===== src/rtl/uart_report_scheduler.sv =====
// uart_report_scheduler
// Lets several frequency/duty measurement channels share one UART sender.
// Each channel's latest result is buffered. Pending channels are served
// round-robin, one sender transaction at a time, and successive launches
// are spaced by a minimum start-to-start interval.
module uart_report_scheduler #(
    parameter int NUM_CH       = 4,
    parameter int INTERVAL_CYC = 5_000_000,
    parameter int BUSY_TIMEOUT = 1_000_000,
    parameter int CW           = $clog2(NUM_CH)
) (
    input  logic                 clk,
    input  logic                 rst_n,
    input  logic                 enable,
    input  logic [NUM_CH-1:0]    meas_valid,
    input  logic [8*NUM_CH-1:0]  meas_duty,
    input  logic [34*NUM_CH-1:0] meas_freq,
    input  logic                 clr_overrun,
    input  logic                 tx_busy,
    output logic                 send_en,
    output logic [7:0]           duty,
    output logic [33:0]          freq,
    output logic [CW-1:0]        ch_sel,
    output logic [NUM_CH-1:0]    pending,
    output logic [NUM_CH-1:0]    overrun,
    output logic                 timeout_err
);

    // The counter restarts after the LAUNCH cycle, and IDLE->ARB->LAUNCH
    // takes two more cycles. The threshold is therefore brought forward by
    // three, so the next send_en lands exactly INTERVAL_CYC cycles after the
    // previous one.
    localparam int GAP_LIM = (INTERVAL_CYC > 3) ? INTERVAL_CYC - 3 : 0;
    localparam int GW      = (GAP_LIM > 0) ? $clog2(GAP_LIM + 1) : 1;
    localparam int TW      = $clog2(BUSY_TIMEOUT + 1);
    localparam logic [GW-1:0] GAP_MAX = GW'(GAP_LIM);
    localparam logic [TW-1:0] TO_MAX  = TW'(BUSY_TIMEOUT - 1);

    typedef enum logic [2:0] {
        S_IDLE,
        S_ARB,
        S_LAUNCH,
        S_WAIT_BUSY,
        S_WAIT_DONE
    } state_t;

    state_t             state_reg, state_next;
    logic [GW-1:0]      gap_cnt_reg, gap_cnt_next;
    logic [TW-1:0]      to_cnt_reg, to_cnt_next;
    logic [NUM_CH-1:0]  pending_reg, pending_next;
    logic [NUM_CH-1:0]  overrun_reg, overrun_next;
    logic               send_en_reg, send_en_next;
    logic               timeout_err_reg, timeout_err_next;
    logic [7:0]         duty_reg, duty_next;
    logic [33:0]        freq_reg, freq_next;
    logic [CW-1:0]      ch_sel_reg, ch_sel_next;

    logic               gap_ok;
    logic               in_wait;
    logic               to_hit;
    logic [CW-1:0]      winner;
    logic               winner_found;
    logic               arb_take;
    logic [NUM_CH-1:0]  arb_clr;

    logic [7:0]         buf_duty [NUM_CH];
    logic [33:0]        buf_freq [NUM_CH];

    // Per-channel result buffers, overwritten by every new measurement.
    genvar gi;
    generate
        for (gi = 0; gi < NUM_CH; gi++) begin : g_buf
            logic [7:0]  duty_buf_reg;
            logic [33:0] freq_buf_reg;

            // Capture this channel's result on its valid pulse.
            always_ff @(posedge clk or negedge rst_n) begin
                if (!rst_n) begin
                    duty_buf_reg <= '0;
                    freq_buf_reg <= '0;
                end else if (meas_valid[gi]) begin
                    duty_buf_reg <= meas_duty[8*gi +: 8];
                    freq_buf_reg <= meas_freq[34*gi +: 34];
                end
            end

            assign buf_duty[gi] = duty_buf_reg;
            assign buf_freq[gi] = freq_buf_reg;
        end
    endgenerate

    assign gap_ok   = (gap_cnt_reg >= GAP_MAX);
    assign in_wait  = (state_reg == S_WAIT_BUSY) || (state_reg == S_WAIT_DONE);
    assign to_hit   = in_wait && (to_cnt_reg == TO_MAX);
    assign arb_take = (state_reg == S_ARB) && winner_found;

    // Round-robin search: start after the last served channel and wrap.
    always_comb begin
        logic [CW-1:0] idx;
        winner       = '0;
        winner_found = 1'b0;
        idx          = '0;
        for (int k = 1; k <= NUM_CH; k++) begin
            idx = CW'((int'(ch_sel_reg) + k) % NUM_CH);
            if (!winner_found && pending_reg[idx]) begin
                winner_found = 1'b1;
                winner       = idx;
            end
        end
    end

    // Pending/overrun bookkeeping. A new result wins over the ARB clear,
    // and a new overrun wins over clr_overrun.
    always_comb begin
        pending_next = pending_reg;
        overrun_next = overrun_reg;
        arb_clr      = '0;
        if (arb_take) begin
            arb_clr[winner] = 1'b1;
        end
        for (int i = 0; i < NUM_CH; i++) begin
            if (meas_valid[i] && pending_reg[i] && !arb_clr[i]) begin
                overrun_next[i] = 1'b1;
            end else if (clr_overrun) begin
                overrun_next[i] = 1'b0;
            end
            if (meas_valid[i]) begin
                pending_next[i] = 1'b1;
            end else if (arb_clr[i]) begin
                pending_next[i] = 1'b0;
            end
        end
    end

    // State register.
    always_ff @(posedge clk or negedge rst_n) begin
        if (!rst_n) begin
            state_reg <= S_IDLE;
        end else begin
            state_reg <= state_next;
        end
    end

    // Next-state logic. Timeout takes priority over the sender handshake.
    always_comb begin
        state_next = state_reg;
        case (state_reg)
            S_IDLE: begin
                if (enable && (|pending_reg) && gap_ok) begin
                    state_next = S_ARB;
                end
            end
            S_ARB: begin
                state_next = winner_found ? S_LAUNCH : S_IDLE;
            end
            S_LAUNCH: begin
                state_next = S_WAIT_BUSY;
            end
            S_WAIT_BUSY: begin
                if (to_hit) begin
                    state_next = S_IDLE;
                end else if (tx_busy) begin
                    state_next = S_WAIT_DONE;
                end
            end
            S_WAIT_DONE: begin
                if (to_hit || !tx_busy) begin
                    state_next = S_IDLE;
                end
            end
            default: state_next = S_IDLE;
        endcase
    end

    // Output logic: next values for the registered outputs.
    always_comb begin
        send_en_next     = (state_next == S_LAUNCH);
        timeout_err_next = to_hit;
        duty_next        = duty_reg;
        freq_next        = freq_reg;
        ch_sel_next      = ch_sel_reg;
        if (arb_take) begin
            duty_next   = buf_duty[winner];
            freq_next   = buf_freq[winner];
            ch_sel_next = winner;
        end
    end

    // Counter next values. The interval counter saturates. The wait
    // counter runs only while staying in the same wait state, so it clears
    // on LAUNCH->WAIT_BUSY and on WAIT_BUSY->WAIT_DONE.
    always_comb begin
        gap_cnt_next = gap_cnt_reg;
        if (state_reg == S_LAUNCH) begin
            gap_cnt_next = '0;
        end else if (!gap_ok) begin
            gap_cnt_next = gap_cnt_reg + 1'b1;
        end
        if (in_wait && (state_next == state_reg)) begin
            to_cnt_next = to_cnt_reg + 1'b1;
        end else begin
            to_cnt_next = '0;
        end
    end

    // Registered outputs, channel flags and counters.
    always_ff @(posedge clk or negedge rst_n) begin
        if (!rst_n) begin
            send_en_reg     <= 1'b0;
            timeout_err_reg <= 1'b0;
            duty_reg        <= '0;
            freq_reg        <= '0;
            ch_sel_reg      <= '0;
            pending_reg     <= '0;
            overrun_reg     <= '0;
            gap_cnt_reg     <= GAP_MAX;
            to_cnt_reg      <= '0;
        end else begin
            send_en_reg     <= send_en_next;
            timeout_err_reg <= timeout_err_next;
            duty_reg        <= duty_next;
            freq_reg        <= freq_next;
            ch_sel_reg      <= ch_sel_next;
            pending_reg     <= pending_next;
            overrun_reg     <= overrun_next;
            gap_cnt_reg     <= gap_cnt_next;
            to_cnt_reg      <= to_cnt_next;
        end
    end

    assign send_en     = send_en_reg;
    assign timeout_err = timeout_err_reg;
    assign duty        = duty_reg;
    assign freq        = freq_reg;
    assign ch_sel      = ch_sel_reg;
    assign pending     = pending_reg;
    assign overrun     = overrun_reg;

endmodule


===== config.mk =====
export PLATFORM = sky130hd
export DESIGN_NAME = uart_report_scheduler
export DESIGN_NICKNAME = d
export VERILOG_FILES = /design/src/rtl/uart_report_scheduler.sv
export SDC_FILE = /design/constraint.sdc
export NUM_CORES = 1
export LEC_CHECK = 0
export ABC_AREA = 1
export CELL_PAD_IN_SITES_DETAIL_PLACEMENT = 1
export CELL_PAD_IN_SITES_GLOBAL_PLACEMENT = 1
export CORE_ASPECT_RATIO = 1.2
export CORE_MARGIN = 1
export CORE_UTILIZATION = 43
export CTS_BUF_LIST = sky130_fd_sc_hd__clkbuf_2
export DETAILED_ROUTE_END_ITERATION = 7
export GPL_ROUTABILITY_DRIVEN = 0
export MAX_ROUTING_LAYER = met4
export PLACE_DENSITY = 0.95
export SYNTH_ARGS = -nofsm -noshare
export SYNTH_HDL_FRONTEND = slang
export SYNTH_SLANG_ARGS = --single-unit
export TNS_END_PERCENT = 5

===== constraint.sdc =====
create_clock -name clk -period 3.9 [get_ports clk]
set_clock_uncertainty 0.2 [all_clocks]
set_input_delay 0.78 -clock clk [delete_from_list [all_inputs] [get_ports clk]]
set_output_delay 0.78 -clock clk [all_outputs]
set_load 0.005 [all_outputs]

==> flow_metrics.py <==
metrics = {
    "setup_path": {
        "startpoint_type": "register",
        "critPathCaptureType": "register",
        "reg2reg_to": "duty[7]",
        "cp.arrival_ns": 3.83,
        "path_cells": "inv_4 -> nand2_2 -> nand2_2 -> nand2_1 -> nand2_1 -> a21oi_1 -> nand2_4 -> nand2_4 -> buf_4 -> nand2_1 -> nand2_1 -> nand2_1 -> nand2_1 -> nand2_1 -> nand2_1",
        "path_class": "reg -> reg",
        "crit_path_end": "duty[7]",
        "crit_required_ns": 4.42,
        "r2r_slack_ns": 0.59,
        "critPathSlowestCell": "dfrtp_1",
        "cp_slowest_stage_delay_ns": 0.54,
        "setup.worst_path.start": "ch_sel[0]",
        "reg2reg_from": "ch_sel[0]",
        "cp_max_fo": 42,
        "cp_common_cell": "nand2_1",
        "r2r_cells": 15,
    },
    "clocking": {
        "clock_sinks": 268,
        "clkTransAtPathRegs_ns": 0.12,
        "cts_tree": "done",
        "clk_path_buf_depth": 3,
        "clockRootBuffer": "clkbuf_2",
        "htreeDepth": 3,
        "post_cts_resized": 0,
        "insertion_delay_ns": 0.87,
        "postCtsSetupRepairBufs": 0,
        "cts_buffers": 70,
    },
    "placement": {
        "hpwlAfterDp_mm": 30.5,
        "place_ws_ns": 0.804,
        "io_buffers": 230,
    },
    "floorplanning": {
        "fp.dieArea_mm2": 0.0311,
        "row_count": 69,
        "die_w_um": 161,
        "io_pins": 231,
        "die_y_um": 193,
        "initial_core_util_pct": 43.9,
        "core_mm2": 0.0298,
    },
    "timing": {
        "final_hold_viol_count": 0,
        "tns_ns": 0,
        "finalMaxSlewViolations": 0,
        "relSlewSlack_pct": 27.7,
        "fmax_mhz": 302,
        "setup_violations": 0,
        "min_period_ns": 3.31,
        "grt_setup_unrepaired": "no",
        "period_share_pct": 84.8,
        "hold_slack_ns": 0.232,
        "worstMarginPinSlew_ns": 1.08,
        "fin_ws_ns": 0.594,
    },
    "synth": {
        "syn_inst": 1778,
        "synth_cell_types": 32,
        "synth_area_leader_cell": "dfrtp_1",
        "syn_area_per_cell_um2": 7.36,
        "ys_async_sr_fraction_pct": 100,
        "synth_top_flop_cell": "dfrtp_1",
        "ys_ff_latch": 268,
        "synth_top_cell_area_share_pct": 48.9,
        "synth_area_leaders": "dfrtp_1 49%, nand2_1 30%, nand3_1 5.4%",
        "ys_seq_area_share_pct": 51.3,
        "syn_nets": 1958,
        "synth_edf_count": 0,
        "synth_area_mm2": 0.0131,
        "yosysWarnings": 0,
    },
    "final_layout": {
        "fin_nets": 2187,
        "largest_reg_flops": 136,
        "area_growth_pct": 24.5,
        "final_layout_size_suffix_gt1_share_pct": 7.83,
        "post-route-util_pct": 54.7,
    },
    "power_and_ir_drop": {
        "powerDensity_mw_per_mm2": 698,
        "combPwrFrac_pct": 50.3,
        "p_int_mw": 5.87,
        "switching_share_pct": 48.4,
        "max-vdd-ir-drop_mv": 0.663,
        "switching_power_mw": 5.50,
        "p_leak_nw": 8.58,
        "clkPwrFrac_pct": 18.4,
        "p_seq_share_pct": 31.3,
        "finalPower_mw": 11.4,
    },
    "routing": {
        "drt_wl_total_mm": 46.4,
        "ant_nets": 0,
        "wire_per_inst_um": 19.0,
        "route.detailed.drc": 0,
        "post_drt_via_cell_ratio": 5.36,
        "vias": 13111,
        "drt_iter0_drc": 1006,
        "drt-pass1-iter-count": 5,
    },
    "hold_path": {
        "hold_path.class": "in -> reg",
        "min_path_cells": 3,
    },
    "grt": {
        "antenna_found_initial": 1,
        "grt.total_usage_pct": 31.2,
        "grt_max_degree": 137,
        "grt_pass1_vias": 14092,
        "grt_pass1_wl_mm": 73.4,
        "overflow": 0,
    },
    "run_status": {
        "status": "complete, no violations",
    },
    "job": {
        "drv_cap": 0,
    },
}
==> through the flow <==
stage / cell area, µm² / cells
global placement: 15600 / 2323
CTS: 16300 / 2445
floorplan: 13100 / 1778
finish: 16300 / 2446
global route: 16300 / 2446
detailed placement: 15600 / 2323
==> kinds of logic (layout without fill, tap and decap cells) <==
| kind of cell | after synthesis | count (layout) | synth area share, % |
|---|---|---|---|
| simple gates | 1304 | 1304 | 40.0 |
| flops | 268 | 268 | 51.3 |
| buf+inv | 147 | 424 | 5.12 |
| xor+xnor | 32 | 32 | 2.14 |
| compound gates | 24 | 24 | 1.07 |
| fa+ha+maj | 3 | 3 | 0.287 |
| other cells | 0 | 1 | 0 |
==> synthesized netlist by cell type (all sizes together), types with 5 or more instances <==
master,n
nand4,15
nor2,63
xor2,27
a21oi,7
nand2,1051
nor4,7
clkbuf,47
dfrtp,256
inv,47
nor3,13
nand3,140
o21ai,12
xnor2,5
buf,49
nand3b,15
dfstp,12
==> metal layers <==
layer	vias to the layer above	GRT usage (%)	wire (µm)
met5	-	-	0
met4	0	14.9	1760
met3	114	4.90	2670
met2	469	53.9	23900
met1	6549	35.5	18100
li1	5979	-	-
==> placed cells by master, fill, tap and decap left out, drive strengths merged <==
cell,count
a21boi,1
a21oi,7
buf,26
bufinv,3
clkbuf,94
clkdlybuf4s50,225
clkinv,24
clkinvlp,1
dfrtp,256
dfstp,12
diode,1
dlygate4sd3,2
ha,3
inv,49
nand2,1051
nand3,140
nand3b,15
nand4,15
nor2,63
nor3,13
nor4,7
o2111ai,1
o211ai,1
o21ai,12
o22ai,1
o31ai,1
xnor2,5
xor2,27
==> critical path, delay by kind of cell (launching register included) <==
| family | cells | cell delay (ns) |
|---|---|---|
| flip-flops | 1 | 0.54 |
| AND/OR/NAND/NOR | 12 | 1.66 |
| buffers and inverters | 2 | 0.53 |
| AO/OA/AOI/OAI | 1 | 0.23 |
==> worst min path at each step <==
stage                                         start                   endpoint  slack (ns)
after floorplan                       to_cnt_reg[0]              to_cnt_reg[0]        0.23
after global placement    g_buf[2].freq_buf_reg[19]  g_buf[2].freq_buf_reg[19]        0.25
after detailed placement   g_buf[1].freq_buf_reg[6]   g_buf[1].freq_buf_reg[6]        0.26
after CTS                            meas_freq[132]  g_buf[3].freq_buf_reg[30]        0.15
after global routing                  meas_freq[96]  g_buf[2].freq_buf_reg[28]        0.16
final                                meas_freq[132]  g_buf[3].freq_buf_reg[30]        0.23
==> final cells by class <==
cell class / instances / area, µm²
flip-flops and latches: 268 / 6720
clock buffers: 94 / 470
multi-input cells: 1363 / 5720
well taps: 390 / 488
diodes: 1 / 2.50
fillers: 3782 / 13500
clock inverters: 26 / 196
repair buffers: 253 / 2500
inverters: 51 / 196
==> power groups by stage <==
stage / combinational, mW / sequential (mW) / clock (mW)
5_1_grt: 6.31 / 3.60 / 2.29
6_report: 5.72 / 3.56 / 2.09
2_1_floorplan: 3.79 / 3.49 / 0
3_3_place_gp: 5.32 / 3.57 / 0
4_1_cts: 5.72 / 3.55 / 2.15
3_5_place_dp: 5.61 / 3.59 / 0
==> timing repair <==
item,CTS,global route
setup endpoints to repair,0,0
hold buffers,2,0
hold endpoints to repair,258,0
(Power assumes the default switching activity.)
